File: src/rtl/wb_dma_sequencer_pkg.sv
// Shared state encoding and bus constants for the word-copy DMA sequencer.
package wb_dma_sequencer_pkg;

  typedef enum logic [2:0] {
    ST_IDLE    = 3'd0,
    ST_RD_REQ  = 3'd1,
    ST_RD_WAIT = 3'd2,
    ST_WR_REQ  = 3'd3,
    ST_WR_WAIT = 3'd4,
    ST_FINISH  = 3'd5
  } state_e;

  localparam int unsigned WORD_BYTES = 4;
  localparam logic [3:0]  SEL_ALL    = 4'hF;

endpackage

File: src/rtl/wb_dma_txn_tracker.sv
// Flags the end of one master transaction: first cycle with active low after it was seen high.
module wb_dma_txn_tracker (
  input  logic wb_clk,
  input  logic wb_rst,
  input  logic m_start,
  input  logic m_active,
  output logic txn_done_c
);

  logic seen_active_q;

  assign txn_done_c = seen_active_q & ~m_active;

  // Active wins over start so a master that answers in the start cycle is still seen.
  always_ff @(posedge wb_clk or negedge wb_rst) begin
    if (!wb_rst) begin
      seen_active_q <= 1'b0;
    end else if (m_active) begin
      seen_active_q <= 1'b1;
    end else if (m_start || txn_done_c) begin
      seen_active_q <= 1'b0;
    end
  end

endmodule

File: src/rtl/wb_dma_sequencer.sv
// Word-copy DMA: alternates single reads and writes through one wb_master_interface.
module wb_dma_sequencer
  import wb_dma_sequencer_pkg::*;
#(
  parameter int unsigned AW    = 32,
  parameter int unsigned DW    = 32,
  parameter int unsigned LEN_W = 16
) (
  input  logic             wb_clk,
  input  logic             wb_rst,
  input  logic             cfg_start,
  input  logic [AW-1:0]    cfg_src,
  input  logic [AW-1:0]    cfg_dst,
  input  logic [LEN_W-1:0] cfg_len,
  input  logic             cfg_abort,
  output logic             busy,
  output logic             done,
  output logic             aborted,
  output logic [LEN_W-1:0] words_done,
  output logic             m_start,
  output logic [AW-1:0]    m_address,
  output logic [3:0]       m_selection,
  output logic             m_write,
  output logic [DW-1:0]    m_data_wr,
  input  logic [DW-1:0]    m_data_rd,
  input  logic             m_active
);

  state_e           state_q, state_d;
  logic [AW-1:0]    src_q, src_d, dst_q, dst_d;
  logic [LEN_W-1:0] len_q, len_d, words_done_q, words_done_d;
  logic [DW-1:0]    data_q, data_d;
  logic             abort_pend_q, abort_pend_d, abort_now;
  logic             busy_q, busy_d, done_q, done_d, aborted_q, aborted_d;
  logic             m_start_q, m_start_d, m_write_q, m_write_d;
  logic [AW-1:0]    m_address_q, m_address_d;
  logic [DW-1:0]    m_data_wr_q, m_data_wr_d;
  logic             txn_done_c;
  logic             unused_addr_lsbs;

  // Descriptor addresses are word aligned; the byte-offset bits are dropped.
  assign unused_addr_lsbs = ^{cfg_src[1:0], cfg_dst[1:0]};

  wb_dma_txn_tracker u_tracker (
    .wb_clk     (wb_clk),
    .wb_rst     (wb_rst),
    .m_start    (m_start_q),
    .m_active   (m_active),
    .txn_done_c (txn_done_c)
  );

  // Next-state and next-output logic.
  always_comb begin
    state_d      = state_q;
    src_d        = src_q;
    dst_d        = dst_q;
    len_d        = len_q;
    data_d       = data_q;
    words_done_d = words_done_q;
    abort_pend_d = abort_pend_q;
    busy_d       = busy_q;
    done_d       = 1'b0;
    aborted_d    = aborted_q;
    m_start_d    = 1'b0;
    m_write_d    = m_write_q;
    m_address_d  = m_address_q;
    m_data_wr_d  = m_data_wr_q;
    abort_now    = abort_pend_q | cfg_abort;

    if (busy_q && cfg_abort) begin
      abort_pend_d = 1'b1;
    end

    case (state_q)
      ST_IDLE: begin
        if (cfg_start) begin
          words_done_d = '0;
          aborted_d    = 1'b0;
          if (cfg_len != '0) begin
            src_d   = {cfg_src[AW-1:2], 2'b00};
            dst_d   = {cfg_dst[AW-1:2], 2'b00};
            len_d   = cfg_len;
            busy_d  = 1'b1;
            state_d = ST_RD_REQ;
          end else begin
            state_d = ST_FINISH;
          end
        end
      end
      ST_RD_REQ: state_d = ST_RD_WAIT;
      ST_RD_WAIT: begin
        if (txn_done_c) begin
          data_d  = m_data_rd;
          src_d   = src_q + AW'(WORD_BYTES);
          state_d = abort_now ? ST_FINISH : ST_WR_REQ;
        end
      end
      ST_WR_REQ: state_d = ST_WR_WAIT;
      ST_WR_WAIT: begin
        if (txn_done_c) begin
          dst_d        = dst_q + AW'(WORD_BYTES);
          words_done_d = words_done_q + LEN_W'(1);
          state_d      = (words_done_d == len_q || abort_now) ? ST_FINISH : ST_RD_REQ;
        end
      end
      ST_FINISH: begin
        done_d       = 1'b1;
        busy_d       = 1'b0;
        aborted_d    = abort_pend_q;
        abort_pend_d = 1'b0;
        state_d      = ST_IDLE;
      end
      default: state_d = ST_IDLE;
    endcase

    // Bus request fields are loaded on REQ entry and held until the next REQ.
    if (state_d == ST_RD_REQ) begin
      m_start_d   = 1'b1;
      m_write_d   = 1'b0;
      m_address_d = src_d;
    end else if (state_d == ST_WR_REQ) begin
      m_start_d   = 1'b1;
      m_write_d   = 1'b1;
      m_address_d = dst_d;
      m_data_wr_d = data_d;
    end
  end

  always_ff @(posedge wb_clk or negedge wb_rst) begin
    if (!wb_rst) begin
      state_q      <= ST_IDLE;
      src_q        <= '0;
      dst_q        <= '0;
      len_q        <= '0;
      data_q       <= '0;
      words_done_q <= '0;
      abort_pend_q <= 1'b0;
      busy_q       <= 1'b0;
      done_q       <= 1'b0;
      aborted_q    <= 1'b0;
      m_start_q    <= 1'b0;
      m_write_q    <= 1'b0;
      m_address_q  <= '0;
      m_data_wr_q  <= '0;
    end else begin
      state_q      <= state_d;
      src_q        <= src_d;
      dst_q        <= dst_d;
      len_q        <= len_d;
      data_q       <= data_d;
      words_done_q <= words_done_d;
      abort_pend_q <= abort_pend_d;
      busy_q       <= busy_d;
      done_q       <= done_d;
      aborted_q    <= aborted_d;
      m_start_q    <= m_start_d;
      m_write_q    <= m_write_d;
      m_address_q  <= m_address_d;
      m_data_wr_q  <= m_data_wr_d;
    end
  end

  assign busy        = busy_q;
  assign done        = done_q;
  assign aborted     = aborted_q;
  assign words_done  = words_done_q;
  assign m_start     = m_start_q;
  assign m_address   = m_address_q;
  assign m_selection = SEL_ALL;
  assign m_write     = m_write_q;
  assign m_data_wr   = m_data_wr_q;

endmodule

File: config.mk
export PLATFORM = sky130hd
export DESIGN_NAME = wb_dma_sequencer
export DESIGN_NICKNAME = d
export VERILOG_FILES = /design/src/rtl/wb_dma_sequencer_pkg.sv /design/src/rtl/wb_dma_txn_tracker.sv /design/src/rtl/wb_dma_sequencer.sv
export SDC_FILE = /design/constraint.sdc
export NUM_CORES = 1
export LEC_CHECK = 0
export CELL_PAD_IN_SITES_DETAIL_PLACEMENT = 0
export CELL_PAD_IN_SITES_GLOBAL_PLACEMENT = 2
export CORE_AREA = 2 2 172 174
export CTS_CLUSTER_SIZE = 12
export DETAILED_ROUTE_END_ITERATION = 8
export DIE_AREA = 0 0 174 176
export PLACE_DENSITY_LB_ADDON = 0.1
export SLEW_MARGIN = 30
export SYNTH_ARGS = -nofsm -noshare
export SYNTH_HDL_FRONTEND = slang
export SYNTH_SLANG_ARGS = --single-unit
File: constraint.sdc
create_clock -name wb_clk -period 6.5 [get_ports wb_clk]
set_input_delay 0.65 -clock wb_clk [delete_from_list [all_inputs] [get_ports wb_clk]]
set_output_delay 0.65 -clock wb_clk [all_outputs]
set_load 0.05 [all_outputs]
# After elaboration in Yosys (flattened, before gate mapping)
# Cells that the tools add are included.
# W data, S select, Z words.
# op_classes
n_addsub	3
n_eq_ne	11
mux	36
n_bitwise	4
reduce_logical	15
# op_table
operator	n
$mux W32	10
$pmux W32 S2	2
$add A32 B3 Y32 const B	2
$mux W16	2
$pmux W16 S2	1
$mux W3	6
$add A16 B1 Y16 const B	1
$eq A16 B16 Y1	1
$reduce_bool A16 Y1	1
$pmux W3 S5	1
$mux W1	12
$reduce_bool A2 Y1	5
$eq A3 B2 Y1 const B	3
$reduce_and A3 Y1	3
$eq A3 B1 Y1 const B	2
$eq A3 B3 Y1 const B	2
$ne A2 B2 Y1 const B	2
$pmux W1 S2	2
$reduce_and A2 Y1	2
$logic_not A3 Y1	1
$logic_or A1 B1 Y1	2
$ne A2 B1 Y1 const B	1
$not A1 Y1	2
$and A1 B1 Y1	1
other kinds (2)	2
# totals
regBits	202
in_bits	117
wordCells	84

# Longest topological paths before layout
# logic_depth
ltp_word	9
ltp_mapped	11
depth_no_buf	8

# Modules after synthesis
# From an unflattened synthesis, not the netlist that was laid out.
# unflattened
hier_cells	1038
hier_area_um2	9930.8
# by_module_without_submodules
module	instances	cells_each	area_per_inst_um2	seq_area_each_um2
wb_dma_sequencer	1	1035	9895.7	5029.8
wb_dma_txn_tracker	1	3	35.0	25.0

# Least setup slack after synthesis
# Ideal clock, no wire load.
# synth_path
path_type	register -> register
start	register words_done_q[0], in the netlist words_done[0]
end	register m_address_q[19], in the netlist m_address[19]
setup_time_ps	126
arrival_time_ps	2975
required_time_ps	6374
slack_ps	3399
stages_incl_launch_ff	12
path_buffers	3
synth_period_minus_slack_ps	3101
cell_sequence	dfrtp_1 -> ha_1 -> buf_2 -> nand4_1 -> or2_1 -> buf_2 -> and3_1 -> o211ai_2 -> nor4_4 -> o31a_2 -> buf_6 -> a221o_1
# synth_between
elab_chain_cells	8
# synth_rtl
item	line_no	source
start, declared	wb_dma_sequencer.sv:31	logic [LEN_W-1:0] len_q, len_d, words_done_q, words_done_d;
start signal, assigned	wb_dma_sequencer.sv:151	words_done_q <= words_done_d;
$add A16 B1 Y16 *	wb_dma_sequencer.sv:102	words_done_d = words_done_q + LEN_W'(1);
$eq A16 B16 Y1 *	wb_dma_sequencer.sv:103	state_d = (words_done_d == len_q || abort_now) ? ST_FINISH : ST_RD_REQ;
$logic_or A1 B1 Y1 *	wb_dma_sequencer.sv:103	
$mux W3 *	wb_dma_sequencer.sv:103	
$mux W3 *	wb_dma_sequencer.sv:100	if (txn_done_c) begin
$pmux W3 S5 *	wb_dma_sequencer.sv:74	case (state_q)
$eq A3 B1 Y1 or $eq A3 B2 Y1 (tied branches)	wb_dma_sequencer.sv:117, wb_dma_sequencer.sv:121	
$mux W32 or $reduce_bool A2 Y1 (tied branches)	--	
end signal, assigned	wb_dma_sequencer.sv:158	m_address_q <= m_address_d;
end, declared	wb_dma_sequencer.sv:36	logic [AW-1:0] m_address_q, m_address_d;
# Every way passes the cells marked *; elsewhere a longest branch is shown, timed or not.
# A chain may end at the register's enable or synchronous reset.

# Worst setup path after layout
# layout_path
start	input cfg_len[5]
end	register m_address_q[12], in the netlist m_address[12]
# layout_between
elab_chain_cells	6
# layout_rtl
item	line_no	source
start, declared	wb_dma_sequencer.sv:14	input logic [LEN_W-1:0] cfg_len,
$reduce_bool A16 Y1	wb_dma_sequencer.sv:79	if (cfg_len != '0) begin
$mux W32	wb_dma_sequencer.sv:79	
$mux W32	wb_dma_sequencer.sv:76	if (cfg_start) begin
$pmux W32 S2	wb_dma_sequencer.sv:74	
via dst_d[12]	wb_dma_sequencer.sv:30	logic [AW-1:0] src_q, src_d, dst_q, dst_d;
$mux W32	wb_dma_sequencer.sv:121	end else if (state_d == ST_WR_REQ) begin
$mux W32	wb_dma_sequencer.sv:117	if (state_d == ST_RD_REQ) begin
# The timed path passes the listed nets, and every way through them passes these cells. The select of a mux whose other input is x is not followed.

==> flow_metrics.py <==
metrics = {
    "status": {
        "status": "finished clean",
    },
    "routing": {
        "drc_errors": 0,
        "vias": 8290,
        "firstDrtPassIters": 5,
        "wl_per_cell_um": 20.1,
        "vias_per_cell": 5.32,
        "antenna_left": 0,
        "drtIter0Drc": 604,
        "routed_wl_mm": 31.4,
    },
    "synthesis": {
        "async_reset_ff_share_pct": 100,
        "synth_ff_type": "dfrtp_1",
        "synth.mux.area_fraction_pct": 8.28,
        "yosysSeqAreaShare_pct": 51.0,
        "synth_top_family_by_area": "simple AND/OR/NAND/NOR gates",
        "synth_compound_area_share_pct": 15.4,
        "synth_cell_type_count": 72,
        "synthSimpleGateAreaFrac_pct": 19.6,
        "syn_inst": 974,
        "yosysWarnings": 0,
        "synth_edf_count": 0,
        "yosys-top-cells-area": "dfrtp_1, mux2_2, nand2_1, a221o_1, nand3_1",
        "synth_top_area_cell": "dfrtp_1",
        "synth_top_cell_area_share_pct": 51.0,
        "syn_area_per_cell_um2": 10.2,
        "synth_xor_xnor_area_share_pct": 1.77,
        "synth-adder-area-share_pct": 0.379,
        "syn-cell-area_mm2": 0.00991,
        "ys_seq_elements": 202,
    },
    "timing": {
        "slew_violations": 0,
        "setup_ws_ps": 2800,
        "report.final.hold_viol_count": 0,
        "tightestPinTransition_ps": 957,
        "max_freq_mhz": 270,
        "setup_viol_count_final": 0,
        "fin_worst_hold_slack_ps": 128,
        "rsz0062_at_grt": "no",
        "min_period_over_period_pct": 56.9,
        "slew_headroom_pct": 35.4,
        "fin_crit_ps": 3700,
        "skew_ps": 22.8,
        "tns_ps": 0,
    },
    "global_route": {
        "grt_max_degree": 73,
        "overflow": 0,
        "grt_pass1_wl_mm": 49.3,
        "antenna_found_initial": 1,
        "grt_pass1_vias": 8300,
        "grt_usage_pct": 20.5,
    },
    "finish": {
        "ff_latch_area_mm2": 0.00505,
        "area_delta_synth_final_pct": 32.3,
        "multi_input_area_mm2": 0.00454,
        "final_util_pct": 45.9,
        "layout-drive-gt1-share_pct": 12.1,
        "n_fill_cell": 2790,
        "final_area_mm2": 0.0131,
        "layout.nets": 1277,
    },
    "power": {
        "power_density_mw_per_mm2": 432,
        "intPower_mw": 3.40,
        "pwr-share-clk_pct": 24.7,
        "combinationalPowerShare_pct": 38.3,
        "seqPwrFrac_pct": 37.0,
        "ir_drop_mv": 0.254,
        "p_switching_mw": 2.26,
        "p_leak_nw": 5.52,
        "swShare_pct": 39.9,
    },
    "floorplan": {
        "core_mm2": 0.0285,
        "std_cell_rows": 62,
        "floorplan.initialDensity_pct": 34.7,
        "io_pins": 206,
        "die_area_mm2": 0.0306,
        "die_x_um": 174,
        "die_h_um": 176,
    },
    "setup_path": {
        "critPathBufInv": 2,
        "crit_chain": "clkdlybuf4s50_1, nor4_1, a41oi_1, nand2_2, buf_4, and2_1, a221o_1, and2_1, a221o_1",
        "crit_fanout": 35,
        "start_kind": "input port",
        "criticalPathCategory": "input port to register",
        "critPathRequiredTime_ps": 6890,
        "cp.arrival_ps": 4090,
        "rr_worst_depth": 8,
        "worstReg2RegEnd": "m_address[18]",
        "path_delay_family": "compound AO/OA/AOI/OAI gates",
        "cp-end-kind": "register",
        "critical_path_depth": 9,
        "reg2reg_slack_ps": 3020,
        "cp_slowest_stage_delay_ps": 810,
        "crit_path_top_delay_cell": "a41oi_1",
        "reg2reg_from": "words_done[0]",
    },
    "place": {
        "detailed_place.area_mm2": 0.0122,
        "dp_hpwl_mm": 21.8,
        "place_congestion": 0.809,
        "pre_cts_slack_ps": 2250,
        "portBuffers": 197,
    },
    "job": {
        "drv_cap": 0,
    },
    "clock_tree": {
        "cts_setup_buffers": 0,
        "cts.htree.levels": 1,
        "numCtsBuffers": 25,
        "cts_tree": "done",
        "clockRootBuffer": "clkbuf_16",
        "path_clk_slew_ps": 60,
        "clock_path_buffers": 3,
        "clock-sinks": 202,
        "clkLatencyLatePin_ps": 530,
        "ctsHoldBuffers": 0,
        "cts-resized-gates": 0,
    },
    "min_path": {
        "hold_class": "input port to async pin",
    },
}
## synth_stat cells (3+ instances only)
library cell,number
dfrtp_1,202
nand2_1,137
mux2_2,64
nand3_1,49
nor2_1,49
o21ai_0,47
a221o_1,39
a21oi_1,38
clkbuf_1,32
nor3_1,25
and2_1,24
o211ai_1,20
and3_1,19
inv_1,17
nand4_1,16
buf_2,14
a22oi_1,12
nor4_1,12
xnor2_1,12
or3_1,11
mux2i_1,10
o31ai_1,8
xor2_1,8
and4_1,6
o22ai_1,6
o311ai_0,6
a31oi_1,5
buf_1,5
or4_1,5
a211o_1,4
buf_4,4
buf_6,4
nor2b_1,4
a32oi_1,3
ha_1,3
nand2b_1,3
nor2_2,3
nor3b_1,3
o21ai_1,3
or2_2,3
## worst max-delay path by stage
stage	from	endpoint	slack, ps
4_1_cts	cfg_len[10]	m_address[5]	2780
5_1_grt	cfg_len[10]	m_address[4]	2640
3_5_place_dp	cfg_len[10]	m_address[5]	2250
6_report	cfg_len[5]	m_address[12]	2800
2_1_floorplan	words_done[0]	m_address[19]	3400
3_3_place_gp	cfg_len[10]	m_address[5]	2270
## cell families after synthesis
| kind of cell | after synthesis |
|---|---|
| AO/OA/AOI/OAI | 214 |
| buffers and inverters | 77 |
| flip-flops | 202 |
| other | 1 |
| AND/OR/NAND/NOR | 383 |
| adder cells (fa/ha/maj) | 3 |
| XOR/XNOR | 20 |
| multiplexers | 74 |
## area by class of cell
class | count | area share [%]
Sequential cell | 202 | 38.6
Multi-Input combinational cell | 698 | 34.6
Timing Repair Buffer | 212 | 16.4
Clock buffer | 36 | 5.54
Tap cell | 384 | 3.66
Clock inverter | 8 | 0.735
Inverter | 18 | 0.515
Antenna cell | 1 | 0.0191
## worst register-to-register path: stages, from the launching register on
cell      delay (ps)
dfrtp_1          500
ha_1             360
nand4_1          170
or2_1            290
o221ai_1         160
a2111o_1         430
nor4_4           380
o31a_2           830
a221o_1          300
## metal layers
layer,part of all wire [%],wire [µm],vias up,GRT usage [%]
met2,46,14300,201,32.2
met5,0,0,-,0
met3,4.7,1460,38,3.42
met1,48,14900,4101,29.6
li1,-,-,3950,-
met4,2.1,648,0,4.87
## sequential cells by signal, summed over array words and instances, names as in the netlist, 3 cells and up
register    cells
m_data_wr      32
len_q          16
m_address      32
src_q          32
data_q         32
dst_q          32
words_done     16
state_q         3
## cells in the final DEF (no fill, tap or decap), types with 6 or more instances in the layout
| cell | count |
|---|---|
| a21oi_1 | 38 |
| a221o_1 | 39 |
| a22oi_1 | 12 |
| and2_1 | 24 |
| and3_1 | 19 |
| and4_1 | 6 |
| buf_4 | 11 |
| clkbuf_16 | 25 |
| clkbuf_8 | 7 |
| clkdlybuf4s50_1 | 196 |
| dfrtp_1 | 202 |
| inv_1 | 17 |
| mux2_2 | 64 |
| mux2i_1 | 10 |
| nand2_1 | 136 |
| nand3_1 | 49 |
| nand4_1 | 16 |
| nor2_1 | 47 |
| nor3_1 | 25 |
| nor4_1 | 12 |
| o211ai_1 | 20 |
| o21ai_0 | 47 |
| o22ai_1 | 6 |
| o311ai_0 | 6 |
| o31ai_1 | 8 |
| or3_1 | 11 |
| xnor2_1 | 12 |
| xor2_1 | 8 |
## power by group through the flow
| stage | Combinational (mW) | Sequential [mW] | Clock (mW) |
|---|---|---|---|
| CTS | 2.17 | 2.09 | 1.44 |
| floorplan | 1.08 | 2.41 | 0 |
| global route | 2.35 | 2.17 | 1.50 |
| finish | 2.16 | 2.09 | 1.40 |
| global placement | 2.14 | 2.10 | 0 |
| detailed placement | 2.17 | 2.10 | 0 |
## through the flow
| step | total power, mW | instances |
|---|---|---|
| 2_1_floorplan | 3.50 | 977 |
| 3_3_place_gp | 4.25 | 1511 |
| 3_5_place_dp | 4.27 | 1512 |
| 4_1_cts | 5.70 | 1556 |
| 5_1_grt | 6.02 | 1559 |
| 6_report | 5.66 | 1559 |
(Power assumes the default switching activity.)
==> RTL edit: new RTL, config.mk and constraints unchanged <==
Re-encode `state_e` (6 states) as Gray code, 3 bits wide.
--- a/src/rtl/wb_dma_sequencer_pkg.sv
+++ b/src/rtl/wb_dma_sequencer_pkg.sv
@@ -2,12 +2,12 @@
 package wb_dma_sequencer_pkg;
 
   typedef enum logic [2:0] {
-    ST_IDLE    = 3'd0,
-    ST_RD_REQ  = 3'd1,
-    ST_RD_WAIT = 3'd2,
-    ST_WR_REQ  = 3'd3,
-    ST_WR_WAIT = 3'd4,
-    ST_FINISH  = 3'd5
+    ST_IDLE    = 3'b000,
+    ST_RD_REQ  = 3'b001,
+    ST_RD_WAIT = 3'b011,
+    ST_WR_REQ  = 3'b010,
+    ST_WR_WAIT = 3'b110,
+    ST_FINISH  = 3'b111
   } state_e;
 
   localparam int unsigned WORD_BYTES = 4;
Behaviour: same outputs for any inputs over 4 cycles, from zero or initial values and one cycle with wb_rst low; so few cycles prove little.
==> RTL edit against the unedited design <==
Die area stayed put; critical path depth down 2; fmax increased by 1.4%; critical endpoint is now m_address[25]; power fell by 2.2%; sequential cell count unchanged; hold slack got worse by 0.086 ns; count of clock-buffer cells in the layout fell by 3; largest power group is now sequential cells; non-clock buffer count did not move; routed wire length is 0.39% lower; setup slack better by 0.052 ns; design area is 1.6% higher; synthesized area rose by 2.4%; critical path type is now reg -> reg.
==> RTL edit: results (changes against the unedited design) <==
Critical path
  • CP max FO: 18 (-49%)
  • Reg2Reg Setup Slack: 2.86 ns (-0.16 ns)
  • CP startpoint: state_q[0]
  • Slowest cell on crit path: nor3_1
  • CP arrival: 4.05 ns (-0.04 ns)
  • Crit path max-delay family: simple AND/OR/NAND/NOR gates

Power
  • Leak Pwr: 5.63 nW (+1.9%)
  • Worst vdd ir: 0.208 mV (-18%)

Timing
  • Slew HR: 42.1% (+6.7 points)
  • Fmax achieved: 274 MHz (+1.4%)
  • Final clock skew: 0.00933 ns (-0.0135 ns)
  • Hold slack: 0.0424 ns (-0.0860 ns)

Synthesis
  • Commonest cells in the netlist: 202 x dfrtp_1, 157 x nand2_1, 75 x o21ai_0
  • Top post-synthesis cells by area: dfrtp_1 50%, mux2_2 7.2%, nand2_1 5.8%, a221o_1 4.5%, o21ai_0 3.7%
  • Netlist cell types: 76 (+5.6%)

Detailed routing
  • Drt initial violations: 581 (-3.8%)
  • Max layer used: met5
  • Routed vias/inst: 5.43 (+2.1%)
  • Met1 wire length: 14700 µm (-1.7%)
  • Met2 routed WL: 14200 µm (-0.97%)

Global route
  • GR met2 Demand/Resource: 32.3% (about the same)
  • Grt met3 use: 4.44% (+1.0 points)
  • Initial antenna violation count: 2 (+1)
  • Met1 GRT Util: 29.2% (-0.38 points)
  • Vias in the first global route: 8571 (+3.3%)
  • Overall Global Routing Usage: 20.4% (-0.062 points)
  • Largest net degree at the start of global routing: 109 (+49%)

CTS
  • Num CTS Buffers: 25 (unchanged)

Finish
  • Share of cells above drive strength 1: 12.3% (+0.25 points)
  • Nets: 1294 (+1.3%)

Place
  • Detailed placer's ending HPWL: 21300 µm (-2.3%)
  • RePlAce Congestion: 0.784 (-3.1%)
  • Worst slack, placed: 2.67 ns (+0.418 ns)

Status
  • Status: finished clean
[RTL edit: cell types whose count changed after synthesis, sizes merged, moves of 11 or more]
cell / before / now
a21oi: 39 / 22
a31oi: 5 / 16
nand2: 137 / 158
a221o: 39 / 50
o21ai: 51 / 75
nand3: 49 / 35
[RTL edit: final timing paths]
kind	endpoint	cells past startpoint
worst max-delay path	m_address[25]	7
worst min-delay path	words_done[4]	1
worst max register to register	m_address[25]	7
worst min register to register	dst_q[1]	1
max in group asynchronous	dst_q[30]	3
min in group wb_clk	dst_q[1]	1
[RTL edit: metrics by stage]
stage          power (mW)  instance area, µm²  util (%)  std cells
4_1_cts              5.59               13300      46.5       1574
2_1_floorplan        3.39               10200         -        996
5_1_grt              5.87               13300      46.6       1575
6_report             5.53               13300      46.7       1576
3_3_place_gp         4.08               12400      43.4       1528
3_5_place_dp         4.12               12400      43.6       1530
[RTL edit: cell type report]
class,count,area [µm²]
well taps,384,480
repair buffers,212,2160
multi-input cells,712,4690
clock buffers,33,706
flip-flops and latches,202,5050
clock inverters,11,139
fillers,2783,15200
inverters,21,78.8
diodes,1,2.50
[RTL edit: kinds of logic after synthesis]
kind of cell	after synthesis	share of synthesized area, %
other cells	1	0.0370
flops	202	49.8
xor+xnor	17	1.62
compound gates	237	16.9
simple gates	381	19.2
fa+ha+maj	3	0.370
buf+inv	82	4.34
mux	70	7.71
[RTL edit: power by group]
| group | leakage [nW] | switching (mW) | internal [mW] | total, mW |
|---|---|---|---|---|
| Sequential | 2.63 | 0.370 | 1.69 | 2.06 |
| Combinational | 2.58 | 1.23 | 0.813 | 2.04 |
| Clock | 0.414 | 0.557 | 0.879 | 1.44 |
| Total | 5.63 | 2.15 | 3.38 | 5.53 |
